<file path="config.mk">
export PLATFORM = sky130hd
export DESIGN_NAME = alu_seq
export DESIGN_NICKNAME = d
export VERILOG_FILES = /design/src/rtl/alu_pkg.sv /design/src/rtl/alu_seq_comb.sv /design/src/rtl/alu_seq.sv
export SDC_FILE = /design/constraint.sdc
export NUM_CORES = 1
export LEC_CHECK = 0
export CELL_PAD_IN_SITES_DETAIL_PLACEMENT = 0
export CELL_PAD_IN_SITES_GLOBAL_PLACEMENT = 1
export CORE_UTILIZATION = 42
export DETAILED_ROUTE_END_ITERATION = 6
export PLACE_DENSITY_LB_ADDON = 0.1
export SLEW_MARGIN = 20
export SYNTH_ARGS = -nofsm -noshare
export SYNTH_HDL_FRONTEND = slang
export SYNTH_SLANG_ARGS = --single-unit
</file>
<file path="constraint.sdc">
create_clock -name clk -period 2.6 [get_ports clk]
set_input_delay 0.39 -clock clk [delete_from_list [all_inputs] [get_ports clk]]
set_output_delay 0.39 -clock clk [all_outputs]
set_load 0.02 [all_outputs]
</file>
<file path="src/rtl/alu_pkg.sv">
// Shared opcode and FSM state definitions for the sequential ALU.
package alu_pkg;

  // 4-bit opcode encodings; 11..15 are illegal.
  localparam logic [3:0] ALU_ADD  = 4'd0;
  localparam logic [3:0] ALU_SUB  = 4'd1;
  localparam logic [3:0] ALU_NAND = 4'd2;
  localparam logic [3:0] ALU_XOR  = 4'd3;
  localparam logic [3:0] ALU_INC  = 4'd4;
  localparam logic [3:0] ALU_SRA  = 4'd5;
  localparam logic [3:0] ALU_SRL  = 4'd6;
  localparam logic [3:0] ALU_SLL  = 4'd7;
  localparam logic [3:0] ALU_ROL  = 4'd8;
  localparam logic [3:0] ALU_ROR  = 4'd9;
  localparam logic [3:0] ALU_MUL  = 4'd10;

  // Control FSM states.
  typedef enum logic [1:0] {
    ST_IDLE = 2'd0,
    ST_MUL  = 2'd1,
    ST_DONE = 2'd2
  } alu_state_t;

endpackage : alu_pkg

</file>
<file path="src/rtl/alu_seq_comb.sv">
// Single-cycle ALU datapath: result, overflow, carry and illegal-op flag
// for every opcode except MUL, which the top handles iteratively.
module alu_seq_comb
  import alu_pkg::*;
#(
  parameter int WIDTH = 16,
  parameter int SHW   = $clog2(WIDTH)
) (
  input  logic [3:0]       i_op,
  input  logic [WIDTH-1:0] i_a,
  input  logic [WIDTH-1:0] i_b,
  output logic [WIDTH-1:0] o_result,
  output logic             o_v,
  output logic             o_c,
  output logic             o_err
);

  localparam logic [WIDTH-1:0] MAX_POS = {1'b0, {(WIDTH-1){1'b1}}};

  logic [SHW-1:0]     w_sh;
  logic [WIDTH:0]     w_sum;
  logic [WIDTH:0]     w_diff;
  logic [2*WIDTH-1:0] w_rol;
  logic [2*WIDTH-1:0] w_ror;

  // Only the low SHW bits of b select the shift/rotate distance.
  assign w_sh = i_b[SHW-1:0];

  // One extra bit captures the carry out; SUB is a + ~b + 1 so its carry
  // out reads as "no borrow".
  assign w_sum  = {1'b0, i_a} + {1'b0, i_b};
  assign w_diff = {1'b0, i_a} + {1'b0, ~i_b} + {{WIDTH{1'b0}}, 1'b1};

  // Rotating a doubled copy and taking one half avoids a separate
  // (WIDTH - amount) shift and handles amount 0 naturally.
  assign w_rol = {i_a, i_a} << w_sh;
  assign w_ror = {i_a, i_a} >> w_sh;

  // Opcode decode and flag generation.
  // NOTE: every output gets a default before the case so no path leaves one
  // unassigned, which would otherwise infer a latch.
  always_comb begin
    o_result = '0;
    o_v      = 1'b0;
    o_c      = 1'b0;
    o_err    = 1'b0;
    unique case (i_op)
      ALU_ADD: begin
        o_result = w_sum[WIDTH-1:0];
        o_v      = (i_a[WIDTH-1] == i_b[WIDTH-1]) & (w_sum[WIDTH-1] != i_a[WIDTH-1]);
        o_c      = w_sum[WIDTH];
      end
      ALU_SUB: begin
        o_result = w_diff[WIDTH-1:0];
        o_v      = (i_a[WIDTH-1] != i_b[WIDTH-1]) & (w_diff[WIDTH-1] != i_a[WIDTH-1]);
        o_c      = w_diff[WIDTH];
      end
      ALU_NAND: o_result = ~(i_a & i_b);
      ALU_XOR:  o_result = i_a ^ i_b;
      ALU_INC: begin
        o_result = i_a + WIDTH'(1);
        o_v      = (i_a == MAX_POS);
        o_c      = &i_a;
      end
      ALU_SRA:  o_result = $unsigned($signed(i_a) >>> w_sh);
      ALU_SRL:  o_result = i_a >> w_sh;
      ALU_SLL:  o_result = i_a << w_sh;
      ALU_ROL:  o_result = w_rol[2*WIDTH-1:WIDTH];
      ALU_ROR:  o_result = w_ror[WIDTH-1:0];
      ALU_MUL:  o_result = '0;  // produced by the iterative multiplier
      default:  o_err    = 1'b1;
    endcase
  end

endmodule : alu_seq_comb

</file>
<file path="src/rtl/alu_seq.sv">
// Handshaked sequential ALU: single-cycle ops complete at the accept edge,
// MUL runs a WIDTH-cycle shift-add; results are held until consumed.
module alu_seq
  import alu_pkg::*;
#(
  parameter int WIDTH = 16,
  parameter int SHW   = $clog2(WIDTH)
) (
  input  logic             clk,
  input  logic             rst_n,
  input  logic             in_valid,
  output logic             in_ready,
  input  logic [3:0]       op,
  input  logic [WIDTH-1:0] a,
  input  logic [WIDTH-1:0] b,
  output logic             out_valid,
  input  logic             out_ready,
  output logic [WIDTH-1:0] result,
  output logic             z,
  output logic             n,
  output logic             v,
  output logic             c,
  output logic             err
);

  alu_state_t       r_state;
  alu_state_t       w_state_next;

  logic [WIDTH-1:0] r_result;
  logic             r_z;
  logic             r_n;
  logic             r_v;
  logic             r_c;
  logic             r_err;

  logic [WIDTH-1:0] r_mcand;
  logic [WIDTH-1:0] r_mplr;
  logic [WIDTH-1:0] r_acc;
  logic [SHW-1:0]   r_cnt;

  logic [WIDTH-1:0] w_alu_result;
  logic             w_alu_v;
  logic             w_alu_c;
  logic             w_alu_err;
  logic             w_accept;
  logic             w_mul_last;
  logic [WIDTH-1:0] w_acc_step;

  alu_seq_comb #(
    .WIDTH (WIDTH),
    .SHW   (SHW)
  ) u_comb (
    .i_op     (op),
    .i_a      (a),
    .i_b      (b),
    .o_result (w_alu_result),
    .o_v      (w_alu_v),
    .o_c      (w_alu_c),
    .o_err    (w_alu_err)
  );

  assign w_accept   = (r_state == ST_IDLE) & in_valid;
  assign w_mul_last = (r_cnt == SHW'(WIDTH - 1));
  assign w_acc_step = r_mplr[0] ? (r_acc + r_mcand) : r_acc;

  // Held low during reset so nothing upstream sees a spurious ready.
  assign in_ready  = (r_state == ST_IDLE) & rst_n;
  assign out_valid = (r_state == ST_DONE);
  assign result    = r_result;
  assign z         = r_z;
  assign n         = r_n;
  assign v         = r_v;
  assign c         = r_c;
  assign err       = r_err;

  // State register.
  // NOTE: sequential state uses non-blocking assignments so every flop
  // samples the pre-edge values regardless of statement order.
  always_ff @(posedge clk or negedge rst_n) begin
    if (!rst_n) r_state <= ST_IDLE;
    else        r_state <= w_state_next;
  end

  // Next-state logic: accept in IDLE, iterate in MUL, hold in DONE until consumed.
  always_comb begin
    w_state_next = r_state;
    unique case (r_state)
      ST_IDLE: if (in_valid)   w_state_next = (op == ALU_MUL) ? ST_MUL : ST_DONE;
      ST_MUL:  if (w_mul_last) w_state_next = ST_DONE;
      ST_DONE: if (out_ready)  w_state_next = ST_IDLE;
      default:                 w_state_next = ST_IDLE;
    endcase
  end

  // Output registers and shift-add multiplier; reset aborts any multiply in flight.
  always_ff @(posedge clk or negedge rst_n) begin
    if (!rst_n) begin
      r_result <= '0;
      r_z      <= 1'b0;
      r_n      <= 1'b0;
      r_v      <= 1'b0;
      r_c      <= 1'b0;
      r_err    <= 1'b0;
      r_mcand  <= '0;
      r_mplr   <= '0;
      r_acc    <= '0;
      r_cnt    <= '0;
    end else if (w_accept) begin
      if (op == ALU_MUL) begin
        r_mcand <= a;
        r_mplr  <= b;
        r_acc   <= '0;
        r_cnt   <= '0;
      end else begin
        r_result <= w_alu_result;
        r_z      <= (w_alu_result == '0);
        r_n      <= w_alu_result[WIDTH-1];
        r_v      <= w_alu_v;
        r_c      <= w_alu_c;
        r_err    <= w_alu_err;
      end
    end else if (r_state == ST_MUL) begin
      r_acc   <= w_acc_step;
      r_mcand <= r_mcand << 1;
      r_mplr  <= r_mplr >> 1;
      r_cnt   <= r_cnt + SHW'(1);
      if (w_mul_last) begin
        r_result <= w_acc_step;
        r_z      <= (w_acc_step == '0);
        r_n      <= w_acc_step[WIDTH-1];
        r_v      <= 1'b0;
        r_c      <= 1'b0;
        r_err    <= 1'b0;
      end
    end
  end

endmodule : alu_seq

</file>
Word level (Yosys, flattened, before mapping)
Cells that the tools add are included.
{"block": "classes", "addsub": 6, "eq_ne": 23, "shifts": 5, "n_mux": 42, "n_bitwise": 8, "n_reduce_logical": 11}
{"op": "$mux W16", "n": 14}
{"op": "$pmux W16 S10", "n": 1}
{"op": "$add A16 B16 Y17", "n": 2}
{"op": "$logic_not A16 Y1", "n": 2}
{"op": "$not A16 Y16", "n": 2}
{"op": "$shl A32 B4 Y32", "n": 1}
{"op": "$shr A32 B4 Y16", "n": 1}
{"op": "$add A17 B1 Y17 const B", "n": 1}
{"op": "$mux W1", "n": 17}
{"op": "$add A16 B1 Y16 const B", "n": 1}
{"op": "$add A16 B16 Y16", "n": 1}
{"op": "$and A16 B16 Y16", "n": 1}
{"op": "$eq A16 B15 Y1 const B", "n": 1}
{"op": "$eq A4 B3 Y1 const B", "n": 4}
{"op": "$eq A4 B4 Y1 const B", "n": 4}
{"op": "$reduce_and A16 Y1", "n": 1}
{"op": "$shl A16 B4 Y16", "n": 1}
{"op": "$shr A16 B4 Y16", "n": 1}
{"op": "$sshr A16 B4 Y16", "n": 1}
{"op": "$xor A16 B16 Y16", "n": 1}
{"op": "$mux W4", "n": 3}
{"op": "$reduce_or A10 Y1", "n": 1}
{"op": "$eq A4 B2 Y1 const B", "n": 2}
{"op": "$mux W2", "n": 4}
{"op": "other kinds (16)", "n": 27}
{"block": "word_totals", "regBits": 75, "in_bits": 40, "output_inout_bits": 23, "elab_cells": 106}

Logic depth before layout (Yosys ltp)
{"block": "logic_depth", "depth_word": 8, "depth_mapped": 17, "mapped_depth_nobuf": 13}

Hierarchy
From an unflattened synthesis, not the netlist that was laid out.
{"block": "unflattened", "cells_unflattened": 1193, "hier_area_um2": 9339.0}
{"module": "alu_seq_comb", "instances": 1, "cells_each": 720, "area_each_um2": 5028.6, "seq_area_each_um2": 0.0}
{"module": "alu_seq", "instances": 1, "cells_each": 473, "area_each_um2": 4310.4, "seq_area_each_um2": 1851.8}

Worst setup path before layout
Ideal clock, no wire load.
{"block": "synth_path", "kind": "input-to-reg", "startpoint": "input port b[2]", "endpoint": "register r_z (netlist: z)", "setup_ps": 65, "t_arrival_ps": 3939, "t_required_ps": 2535, "slack_ps": -1403, "path_stages": 17, "n_path_buf": 5, "path_cell_list": "buf_6 > buf_6 > buf_2 > inv_2 > clkbuf_1 > ha_1 > clkbuf_1 > nor2b_1 > a211oi_2 > nor2_1 > or2_1 > o41ai_2 > a221oi_1 > or3_1 > a311o_1 > nor4b_2 > a211o_1"}
{"block": "synth_between", "elab_chain_len": 7, "word_cells_on_any_way": 16, "cone_classes": "add/sub (3); shift (5); mux (3); bitwise (4); reduce/logical (1)"}
{"item": "start, declared", "line_no": "alu_seq.sv:15", "rtl": "input logic [WIDTH-1:0] b,"}
{"item": "$not A16 Y16", "line_no": "alu_seq_comb.sv:32", "rtl": "assign w_diff = {1'b0, i_a} + {1'b0, ~i_b} + {{WIDTH{1'b0}}, 1'b1};"}
{"item": "$add A16 B16 Y17", "line_no": "alu_seq_comb.sv:32"}
{"item": "$add A17 B1 Y17", "line_no": "alu_seq_comb.sv:32"}
{"item": "$pmux W16 S10 *", "line_no": "alu_seq_comb.sv:47", "rtl": "unique case (i_op)"}
{"item": "$logic_not A16 Y1 *", "line_no": "alu_seq.sv:116", "rtl": "r_z <= (w_alu_result == '0);"}
{"item": "$mux W1 *", "line_no": "alu_seq.sv:109", "rtl": "if (op == ALU_MUL) begin"}
{"item": "$mux W1 *", "line_no": "alu_seq.sv:108", "rtl": "end else if (w_accept) begin"}
{"item": "end signal, assigned", "line_no": "alu_seq.sv:116"}
{"item": "end signal, assigned", "line_no": "alu_seq.sv:129", "rtl": "r_z <= (w_acc_step == '0);"}
{"item": "end, declared", "line_no": "alu_seq.sv:30", "rtl": "logic r_z;"}
Every way passes the cells marked *; elsewhere a longest branch is shown, timed or not. The select of a mux whose other input is x is not followed.
A chain may end at the register's enable or synchronous reset.

Worst setup path after layout
{"block": "layout_path", "startpoint": "input port a[0]", "endpoint": "register r_z (netlist: z)"}
{"block": "layout_between", "elab_chain_len": 6, "word_cells_on_any_way": 16, "cone_classes": "add/sub (4); shift (5); mux (3); bitwise (3); reduce/logical (1)"}
{"item": "start, declared", "line_no": "alu_seq.sv:14", "rtl": "input logic [WIDTH-1:0] a,"}
{"item": "$add A16 B16 Y17 or $and A16 B16 Y16 (tied branches)", "line_no": "alu_seq_comb.sv:32, alu_seq_comb.sv:58"}
{"item": "$add A17 B1 Y17 or $not A16 Y16 (tied branches)", "line_no": "alu_seq_comb.sv:32, alu_seq_comb.sv:58"}
{"item": "$pmux W16 S10 *", "line_no": "alu_seq_comb.sv:47"}
{"item": "$logic_not A16 Y1 *", "line_no": "alu_seq.sv:116"}
{"item": "$mux W1 *", "line_no": "alu_seq.sv:109"}
{"item": "$mux W1 *", "line_no": "alu_seq.sv:108"}
Marks and branches as above.

==> reports/summary.md <==
### Timing
- 11 — total setup violations reported at the end of the flow
- 0 — Final Hold Violating Endpoints
- 296 ps — Hold Worst Slack
- 0 — number of pins with negative max-slew slack in the final report
- 121% — share of the clock period used by the worst path
- true — setup repair after global routing missed its margin
- 975 ps — Worst-Margin Slew
- 0.318 GHz — timing-limited maximum frequency
- -548 ps — Final Worst Setup Slack
- -2390 ps — Total Negative Setup Slacks
- 3150 ps — Final Critical Period
- 8.24 ps — Worst Skew
- 35.0% — relative slew slack

### Route
- 24.4 um — average wire length per cell after detail routing
- 12110 — count of vias placed by the detailed router
- 0 — post-route ant nets
- 48000 um — total wire length after detailed routing
- 5 — TritonRoute pass-1 iters
- 1124 — DRC violation total after the first TritonRoute iteration
- 0 — number of DRC violations after detailed routing
- 6.14 — detailed-route vias per instance

### Global routing
- 7.37% — met3 usage
- 75 — maximum number of pins on one net before global-route repair
- 72600 um — global-route wire length before repair
- 0 — sum of overflow across all layers after global routing
- 1 — number of antenna violations at the first check in global routing
- 65.6% — met2 capacity usage during global routing
- 51.5% — met1 usage
- 40.8% — total global-route track usage
- met2 — busiest layer in global routing
- 12069 — vias in the first global route

### Outcome
- setup timing — failing checks
- finished with violations — run status

### Finish
- 1720 — Layout fillers
- 72.1% — Layout Utilization
- 46.2% — fraction of final layout cells sized beyond drive strength 1
- buf_4, nand2_1, nor2_1 — commonest cells after routing, fill and taps aside
- 0 — ant diodes
- buf_4 — most common cell after layout, fill and taps aside
- 65.9% — layout overhead on the synthesized area
- 1780 — NumNets Final

### Clock network
- 3 — H-Tree Level Count
- 60 ps — clock-pin slew of the registers on the worst-case setup and hold paths
- clkbuf_16 — clock root buffer master
- yes — TritonCTS clock tree
- 74 — number of sinks on the clock net
- 0 — CTS Hold Buffers Added
- 2 — worst-case clock buffer depth
- 340 ps — clock network latency to the later pin of the worst-skew pair
- 9 — number of CTS-inserted buffers

### Setup path
- 14 — number of cells on the worst reg-to-reg path
- input port — kind of start point of the critical path
- in2reg — start-to-end type of the worst setup path
- 2880 ps — Data required, critical path
- flop — element type at the critical path end
- 4 — critical path fanouts, max
- 3430 ps — data arrival time at the worst-slack endpoint

### Placement
- 35800 um — placed wire-length estimate after detailed placement
- -1500 ps — worst setup slack after placement
- 1.02 — RePlAce Congestion
- 62 — I/O Buffers

### Floorplan
- 54 — FP Rows
- 43.5% — initial cell density of the core
- 153 um — Chip Height
- 153 um — chip width
- 23500 um2 — floorplan die area
- 22100 um2 — Std-Cell Core Area
- 63 — count of pins on the block boundary

### Synthesis
- 0 — count of flip-flops with a built-in enable after synthesis
- 74 — register bit total from synthesis
- dfrtp_1 — post-synth top area cell
- 100% — async set-reset flop share out of synthesis
- 19.3% — fraction of the yosys area taken by sequential cells
- 1226 — synthesized instance count
- 0 — count of synthesis-stage warnings from yosys
- 82 — count of different cell masters after synthesis
- dfrtp_1 — Primary FF master, synth
- 9600 um2 — area of the mapped netlist
- 19.3% — top-area cell type share of the netlist area
- 1320 — Synth Net Count
- 7.83 um2 — per-instance average area after synthesis
- dfrtp_1, mux2i_1, ha_1, nand2_1, mux4_2 — main area contributors after synthesis

### Power and ir drop
- 620 nW/um2 — pwr/cell area
- 7.16 nW — Pleak
- 804 uV — VDD IR max
- 9.87 mW — total power draw

### Worst hold path
- in2async — class of the worst hold path

### Run
- 0 — Max Cap Violations

-- area by class of cell --
type	count	area [um2]	area share (%)
Timing Repair Buffer	556	4790	30.1
Multi-Input combinational cell	1003	8400	52.7
Sequential cell	74	1850	11.6
Clock inverter	6	138	0.864
Inverter	42	168	1.05
Clock buffer	10	229	1.44
Tap cell	280	350	2.20
-- synthesized netlist by cell type, drive strengths merged, types with 5 or more instances --
library cell,instances
buf,26
o22ai,18
nand2b,14
ha,51
mux2,32
nand3,27
a221oi,15
nor2b,17
a211o,13
nand2,161
o31ai,6
mux2i,72
nor2,92
a31oi,6
a21oi,70
a2bb2oi,5
o21ai,96
o221ai,9
clkbuf,81
xor2,11
and2,7
inv,42
xnor2,22
dfrtp,74
a211oi,19
a21o,14
o21a,14
a22oi,6
a221o,6
o211ai,19
nor4b,5
mux4,23
o2111ai,7
nand4,13
nor4,8
a22o,9
nor3,25
and3,7
-- where the power goes --
group / internal (mW) / total [mW] / switching (mW)
clock: 1.04 / 1.55 / 0.514
sequential: 1.63 / 2.03 / 0.398
combinational: 3.11 / 6.29 / 3.19
-- cell families (layout without fill, tap and decap cells) --
| logic type | after synthesis | after routing | synth area share [%] |
|---|---|---|---|
| fa+ha+maj | 54 | 54 | 7.27 |
| mux | 127 | 127 | 16.6 |
| simple gates | 409 | 409 | 20.4 |
| flops | 74 | 74 | 19.3 |
| xor+xnor | 33 | 33 | 3.01 |
| compound gates | 380 | 380 | 27.2 |
| buf+inv | 149 | 614 | 6.28 |
-- final timing paths --
check,from,end,slack (ps)
min in group clk,r_mplr[13],r_mplr[13],480
min reg2reg,r_mplr[13],r_mplr[13],480
max in group asynchronous,rst_n,r_mcand[10],1650
max reg2reg,r_mcand[0],z,-410
min,rst_n,r_mplr[11],300
max,a[0],z,-550
-- critical path, cell delays in order --
cell	delay, ps
buf_12	120
buf_8	120
mux2_4	280
mux4_2	490
and3_4	210
a2111oi_4	320
nand3_2	150
or4_4	550
nor4_2	240
nand4_1	170
nor4b_2	260
a211o_1	130
-- stage by stage --
stage	std cells	area, um2
floorplan	1226	9780
global placement	1888	13600
detailed placement	1888	13600
CTS	1961	15400
global route	1971	15900
finish	1971	15900
-- registers in the layout, summed over array words and instances (netlist names) --
| name | flops |
|---|---|
| r_acc | 16 |
| r_mcand | 16 |
| r_mplr | 16 |
| result | 16 |
| r_cnt | 4 |
| r_state | 2 |
| c | 1 |
| err | 1 |
| v | 1 |
| z | 1 |
-- per-layer routing --
layer,wire length [um],part of all wire [%],vias to the layer above
met1,19400,40,5808
met5,13,0.027,-
li1,-,-,5503
met4,3080,6.4,2
met3,4050,8.4,172
met2,21400,45,625
-- repair_timing --
item,in CTS,in global routing
setup endpoints to repair,22,20
pin swaps,74,65
cloned,3,0
resized for setup,289,135
buffers inserted,61,27
(Power assumes the default switching activity.)
